<file path="config.mk">
export PLATFORM = sky130hd
export DESIGN_NAME = wb_host_master
export DESIGN_NICKNAME = d
export VERILOG_FILES = /design/src/rtl/wb_host_pkg.sv /design/src/rtl/wb_timeout_ctr.sv /design/src/rtl/wb_host_master.sv
export SDC_FILE = /design/constraint.sdc
export NUM_CORES = 1
export LEC_CHECK = 0
export ABC_CLOCK_PERIOD_IN_PS = 1800
export BUFFER_PORTS_ARGS = -buffer_cell sky130_fd_sc_hd__clkbuf_2
export CAP_MARGIN = 10
export CORE_AREA = 5 5 204 206
export DETAILED_ROUTE_END_ITERATION = 8
export DIE_AREA = 0 0 209 211
export SLEW_MARGIN = 20
export SYNTH_ARGS = -nofsm -noshare
export SYNTH_HDL_FRONTEND = slang
export SYNTH_SLANG_ARGS = --single-unit
</file>
<file path="constraint.sdc">
create_clock -name clock -period 1.8 [get_ports clock]
set_clock_uncertainty 0.05 [all_clocks]
set_input_delay 0.36 -clock clock [delete_from_list [all_inputs] [get_ports clock]]
set_output_delay 0.36 -clock clock [all_outputs]
set_load 0.02 [all_outputs]
</file>
<file path="src/rtl/wb_host_pkg.sv">
// -----------------------------------------------------------------------------
// wb_host_pkg
// Definitions shared by the Wishbone-style host master and the slave it drives:
//   - host FSM state encoding
//   - bus widths (address, data) and timeout counter width
//   - slave address map constants
// -----------------------------------------------------------------------------
package wb_host_pkg;

   localparam int DATA_W = 128;
   localparam int ADR_W  = 5;
   localparam int CNT_W  = 16;

   // Slave address map. Addresses 0..REG_MAX are plain registers. Addresses
   // 20..31 are unmapped; the slave answers them with error_i.
   localparam logic [ADR_W-1:0] REG_MAX     = 5'd15;
   localparam logic [ADR_W-1:0] ADR_CMD     = 5'd16;
   localparam logic [ADR_W-1:0] ADR_FIFO_WR = 5'd17;
   localparam logic [ADR_W-1:0] ADR_FIFO_RD = 5'd18;
   localparam logic [ADR_W-1:0] ADR_DATA    = 5'd19;

   typedef enum logic [1:0] {
      ST_IDLE    = 2'd0,
      ST_ISSUE   = 2'd1,
      ST_RESP    = 2'd2,
      ST_RELEASE = 2'd3
   } wb_state_e;

endpackage

</file>
<file path="src/rtl/wb_timeout_ctr.sv">
// -----------------------------------------------------------------------------
// wb_timeout_ctr
// Counts consecutive cycles while run is high and flags the cycle in which the
// TIMEOUT_CYCLES-th such cycle occurs. The count clears whenever run is low, so
// every new bus cycle starts from zero.
//
// Ports
//   clock   in   rising-edge clock
//   reset   in   synchronous, active-high reset
//   run     in   high while the host is waiting in ISSUE
//   expired out  high in the TIMEOUT_CYCLES-th consecutive run cycle
// -----------------------------------------------------------------------------
module wb_timeout_ctr
   import wb_host_pkg::*;
#(
   parameter int unsigned TIMEOUT_CYCLES = 255
) (
   input  logic clock,
   input  logic reset,
   input  logic run,
   output logic expired
);

   // The count holds N-1 during the N-th run cycle, so the terminal value is
   // one below the configured cycle count.
   localparam logic [CNT_W-1:0] TERM = CNT_W'(TIMEOUT_CYCLES - 1);

   logic [CNT_W-1:0] count_q;
   logic [CNT_W-1:0] count_d;

   always_comb begin
      count_d = '0;
      if (run) begin
         count_d = count_q + CNT_W'(1);
      end
   end

   assign expired = run && (count_q == TERM);

   always_ff @(posedge clock) begin
      if (reset) begin
         count_q <= '0;
      end else begin
         count_q <= count_d;
      end
   end

endmodule

</file>
<file path="src/rtl/wb_host_master.sv">
// -----------------------------------------------------------------------------
// wb_host_master
// Single-outstanding Wishbone-style host master. Accepts one request, drives it
// onto the slave bus until the slave acks, returns a one-cycle response, then
// waits for the slave to drop ack before accepting the next request.
//
// Optional feature: define WB_HOST_MASTER_TIMEOUT_EN to abort a bus cycle after
// TIMEOUT_CYCLES cycles in ISSUE without ack (response reports error, data 0).
// Without it, ISSUE waits for ack indefinitely.
//
// Ports
//   clock, reset          rising-edge clock, synchronous active-high reset
//   req_valid/we/adr/data requester side: transaction to issue
//   req_ready             high in IDLE; request accepted when valid&ready
//   rsp_valid             one-cycle completion pulse
//   rsp_data, rsp_error   read data (0 for writes) and error/timeout flag
//   strobe_o, we_o, adr_o, wb_data_o   bus outputs to the slave
//   ack_i, error_i, wb_data_i          bus inputs from the slave
//
// state   | meaning
// --------+-----------------------------------------------------------------
// IDLE    | ready for a request; latch it and start the bus cycle
// ISSUE   | strobe high, address/data stable, waiting for ack (or timeout)
// RESP    | rsp_valid pulse with captured data/error, strobe low
// RELEASE | strobe low, waiting for the slave to drop ack
// -----------------------------------------------------------------------------
module wb_host_master
   import wb_host_pkg::*;
#(
   parameter int unsigned TIMEOUT_CYCLES = 255
) (
   input  logic              clock,
   input  logic              reset,
   input  logic              req_valid,
   input  logic              req_we,
   input  logic [ADR_W-1:0]  req_adr,
   input  logic [DATA_W-1:0] req_data,
   output logic              req_ready,
   output logic              rsp_valid,
   output logic [DATA_W-1:0] rsp_data,
   output logic              rsp_error,
   output logic              strobe_o,
   output logic              we_o,
   output logic [ADR_W-1:0]  adr_o,
   output logic [DATA_W-1:0] wb_data_o,
   input  logic              ack_i,
   input  logic              error_i,
   input  logic [DATA_W-1:0] wb_data_i
);

   if ((TIMEOUT_CYCLES < 1) || (TIMEOUT_CYCLES > 65535)) begin : g_bad_timeout
      $error("wb_host_master: TIMEOUT_CYCLES must be in 1..65535");
   end

   wb_state_e         state_q,     state_d;
   logic              req_ready_q, req_ready_d;
   logic              strobe_q,    strobe_d;
   logic              we_q,        we_d;
   logic [ADR_W-1:0]  adr_q,       adr_d;
   logic [DATA_W-1:0] wdata_q,     wdata_d;
   logic              rsp_valid_q, rsp_valid_d;
   logic [DATA_W-1:0] rsp_data_q,  rsp_data_d;
   logic              rsp_error_q, rsp_error_d;

   logic              timeout_hit;

`ifdef WB_HOST_MASTER_TIMEOUT_EN
   wb_timeout_ctr #(
      .TIMEOUT_CYCLES (TIMEOUT_CYCLES)
   ) u_timeout_ctr (
      .clock   (clock),
      .reset   (reset),
      .run     (state_q == ST_ISSUE),
      .expired (timeout_hit)
   );
`else
   assign timeout_hit = 1'b0;
`endif

   always_comb begin
      state_d     = state_q;
      req_ready_d = 1'b0;
      strobe_d    = strobe_q;
      we_d        = we_q;
      adr_d       = adr_q;
      wdata_d     = wdata_q;
      rsp_valid_d = 1'b0;
      rsp_data_d  = rsp_data_q;
      rsp_error_d = rsp_error_q;

      case (state_q)
         ST_IDLE: begin
            // req_ready_q gates acceptance so nothing is taken in the first
            // cycle after reset, when ready is still low.
            if (req_valid && req_ready_q) begin
               state_d  = ST_ISSUE;
               strobe_d = 1'b1;
               we_d     = req_we;
               adr_d    = req_adr;
               wdata_d  = req_data;
            end else begin
               req_ready_d = 1'b1;
            end
         end

         ST_ISSUE: begin
            // A real ack wins over a timeout landing in the same cycle.
            if (ack_i) begin
               state_d     = ST_RESP;
               strobe_d    = 1'b0;
               rsp_valid_d = 1'b1;
               rsp_data_d  = we_q ? '0 : wb_data_i;
               rsp_error_d = error_i;
            end else if (timeout_hit) begin
               state_d     = ST_RESP;
               strobe_d    = 1'b0;
               rsp_valid_d = 1'b1;
               rsp_data_d  = '0;
               rsp_error_d = 1'b1;
            end
         end

         ST_RESP: begin
            state_d = ST_RELEASE;
         end

         ST_RELEASE: begin
            // A slave still holding ack from the finished cycle must not be
            // mistaken for the ack of a new one.
            if (!ack_i) begin
               state_d     = ST_IDLE;
               req_ready_d = 1'b1;
            end
         end

         default: begin
            state_d  = ST_IDLE;
            strobe_d = 1'b0;
         end
      endcase
   end

   always_ff @(posedge clock) begin
      if (reset) begin
         state_q     <= ST_IDLE;
         req_ready_q <= 1'b0;
         strobe_q    <= 1'b0;
         we_q        <= 1'b0;
         adr_q       <= '0;
         wdata_q     <= '0;
         rsp_valid_q <= 1'b0;
         rsp_data_q  <= '0;
         rsp_error_q <= 1'b0;
      end else begin
         state_q     <= state_d;
         req_ready_q <= req_ready_d;
         strobe_q    <= strobe_d;
         we_q        <= we_d;
         adr_q       <= adr_d;
         wdata_q     <= wdata_d;
         rsp_valid_q <= rsp_valid_d;
         rsp_data_q  <= rsp_data_d;
         rsp_error_q <= rsp_error_d;
      end
   end

   assign req_ready = req_ready_q;
   assign strobe_o  = strobe_q;
   assign we_o      = we_q;
   assign adr_o     = adr_q;
   assign wb_data_o = wdata_q;
   assign rsp_valid = rsp_valid_q;
   assign rsp_data  = rsp_data_q;
   assign rsp_error = rsp_error_q;

endmodule

</file>
==> impl_metrics.yaml <==
floorplanning:
  start_util_pct: 22.90
  die_w_um: 209
  pin_count: 533
  die_h_um: 211
  dieArea_um2: 44100
  core.rowCount: 73
  core_um2: 39460
final_layout:
  area_growth_pct: 76.33
  drive_above_1_share_pct: 41.70
  layout.nets: 1968
logic_synthesis:
  seq_area_frac_synth_pct: 59.38
  yosysWarningCount: 0
  syn_area_um2: 9035
  synthMuxAreaShare_pct: 0.1662
  synth-adder-area-share_pct: 0.6924
  syn_inst: 904
  synth.top_cell.area_share_pct: 59.38
  yosysUniqueCellTypes: 25
  synth_top_family_by_area: "compound AO/OA/AOI/OAI gates"
  synth-compound-area-share_pct: 21.63
  synth_top_cells_by_area: "dfxtp_1 59%, nand2_1 11%, a22o_2 8.9%"
  ys_async_sr_fraction_pct: 0
  synth-edff-count: 0
  yosysMostFrequentCell: "nand2_1"
  ys_seq_elements: 268
  synth_flop_cell: "dfxtp_1"
  synth_xor_xnor_area_share_pct: 0
  yosysTopAreaCell: "dfxtp_1"
  synth_fp_nets: 1176
  yosys.area_share.simple_pct: 11.95
  avgSynthCellArea_um2: 9.994
  synth_common_cells: "270 x nand2_1, 268 x dfxtp_1, 140 x a21oi_1"
critical_path:
  end_kind: "register"
  cp_max_fo: 24
  reg2regPathDepth: 7
  arrival_ps: 2140
  worst_setup_path_start_kind: "register"
  reg2reg_setup_slack_ps: 70
  cp.required_ps: 2210
  crit_type: "register to register"
  r2r_end: "wb_data_o[84]$_SDFFE_PP0P_"
  timing.rr.start: "state_q[0]$_SDFFE_PP0P_"
clock_network:
  clk_latency_ps: 560
  htreeDepth: 1
  cts_root_buffer: "clkbuf_16"
  path_clk_slew_ps: 60
  numCtsBuffers: 29
  post-cts-setup-buffers: 0
  numClockSinks: 268
  cts_tree: "built"
  cts_max_path_buffers: 3
min_path:
  min_path_cells: 3
  min_to: "wb_data_o[51]$_SDFFE_PP0P_"
  hp-start: "req_data[51]"
  hp-class: "input port to register"
placed_design:
  gp_congestion: 0.8934
  portBuffers: 532
  dpl.hpwl_um: 24110
  pre_cts_ws_ps: 90.26
routing:
  dr.pass1.iters: 5
  drtIter0Drc: 544
  vias: 9808
  drt-total-wl_um: 36530
  viasPerCell: 4.363
  drc: 0
  postRouteAntennaNets: 0
  wire_per_inst_um: 16.25
flow_run:
  drv_cap: 0
run_status:
  status: "finished, final reports clean"
sta:
  drv_slew: 0
  hold_slack_ps: 24.04
  worst_pin_slew_ps: 436.9
  fin_ws_ps: 66.04
  max_freq_ghz: 0.5767
  min_period_over_period_pct: 96.33
  period_minus_slack_ps: 1734
  max_slew_margin_pct: 70.61
  finalHoldViolCount: 0
  setup_viol: 0
  grt_setup_unrepaired: "true"
global_routing:
  grt_usage_pct: 14.98
  grt_pass1_vias: 10170
  grt_pass1_wl_um: 54810
  grt_max_degree: 54
  antenna_found_initial: 5
  grt_overflow_total: 0
pwr:
  power.density_nw_per_um2: 1159
  ir_worst_vdd_v: 0.0007383
  leakage_uw: 0.007278
## logic make-up (layout without fill, tap and decap cells)
| family | count (synthesis) | in the layout |
|---|---|---|
| buffers and inverters | 77 | 890 |
| AOI/OAI and AO/OA | 273 | 273 |
| and+or+nand+nor | 280 | 280 |
| adders and majority gates | 5 | 5 |
| muxes | 1 | 1 |
| other | 0 | 6 |
| DFF | 268 | 268 |
## per-layer routing
metal | global-route usage [%] | vias to the layer above | routed length [um] | share of wire [%]
li1 | - | 4688 | - | -
met1 | 16.45 | 4527 | 13860 | 38
met2 | 26.10 | 492 | 17540 | 48
met3 | 5.347 | 101 | 3334 | 9.1
met4 | 6.751 | 0 | 1803 | 4.9
met5 | 0 | - | 0 | 0
## metrics by stage
| step | util [%] | std cells | total power, uW | cell area (um2) | setup TNS (ps) |
|---|---|---|---|---|---|
| floorplan | - | 904 | 10010 | 9035 | 0 |
| global placement | 31.39 | 1937 | 11820 | 12390 | 0 |
| detailed placement | 31.39 | 1937 | 11890 | 12390 | 0 |
| CTS | 40.24 | 2241 | 18470 | 15880 | 0 |
| global route | 40.36 | 2246 | 19320 | 15930 | -21.83 |
| finish | 40.38 | 2248 | 18470 | 15930 | 0 |
## layout by cell type, fill, tap and decap left out
cell,Yosys,final
buf_4,6,36
a31oi_1,1,1
a22o_2,80,80
buf_16,0,1
diode_2,0,6
buf_12,11,13
nor3_4,1,1
bufinv_16,0,3
inv_6,0,2
or3_1,1,1
clkbuf_2,0,531
a2111oi_0,1,1
a21oi_4,0,1
dfxtp_1,268,268
clkbuf_8,0,6
nand3_4,0,1
dlygate4sd3_1,0,252
o21ai_0,2,2
mux2_4,1,1
inv_1,4,4
clkinvlp_4,0,1
nand3_1,2,1
and3_4,0,1
nor2_1,2,2
or3b_1,1,1
a22o_1,48,48
ha_2,0,2
nor3_1,1,1
clkbuf_1,22,6
nand2_2,1,1
ha_1,5,3
clkbuf_16,0,30
nand2_1,270,270
a21oi_1,140,139
a21boi_0,1,1
clkinv_2,0,5
## power breakdown
group	switching, uW	internal (uW)
clock network	2450	3630
registers	464	6710
logic	3030	2180
## worst max-delay path, cell delays in order, from the launching register on
cell     delay [ps]
dfxtp_1         340
inv_1           110
ha_2            230
and3_4          260
buf_16          190
buf_12          180
nand2_1          60
a21oi_1         180
## how the worst max path moves through the flow
stage / cells after the start / from / endpoint / slack (ps)
6_report: 7 / state_q[0]$_SDFFE_PP0P_ / wb_data_o[84]$_SDFFE_PP0P_ / 70
2_1_floorplan: 8 / state_q[0]$_SDFFE_PP0P_ / wb_data_o[103]$_SDFFE_PP0P_ / 300
5_1_grt: 7 / state_q[1]$_SDFFE_PP0P_ / wb_data_o[84]$_SDFFE_PP0P_ / -20
4_1_cts: 7 / state_q[0]$_SDFFE_PP0P_ / wb_data_o[107]$_SDFFE_PP0P_ / 70
3_5_place_dp: 7 / state_q[1]$_SDFFE_PP0P_ / rsp_data[53]$_SDFFE_PP0P_ / 90
3_3_place_gp: 7 / state_q[0]$_SDFFE_PP0P_ / wb_data_o[100]$_SDFFE_PP0P_ / 150
## registers in the layout (all words and copies together) (netlist names)
signal,count
we_o,1
wb_data_o,128
strobe_o,1
rsp_data,128
state_q,2
rsp_valid,1
adr_o,5
req_ready,1
rsp_error,1
## cell type report
type / instances / area [um2]
Multi-Input combinational cell: 559 / 3146
Timing Repair Buffer: 834 / 5763
Antenna cell: 6 / 15.01
Fill cell: 3731 / 23530
Sequential cell: 268 / 5365
Clock buffer: 41 / 830.8
Clock inverter: 11 / 140.1
Inverter: 4 / 15.01
Tap cell: 525 / 656.9
## timing repair
item                                   in CTS  in global routing
gates resized for setup                     0                  3
hold buffers                              252                  0
setup endpoints to repair                   0                 81
endpoints found under the hold margin     252                  0
No activity file was read; power rests on OpenSTA's default activity.
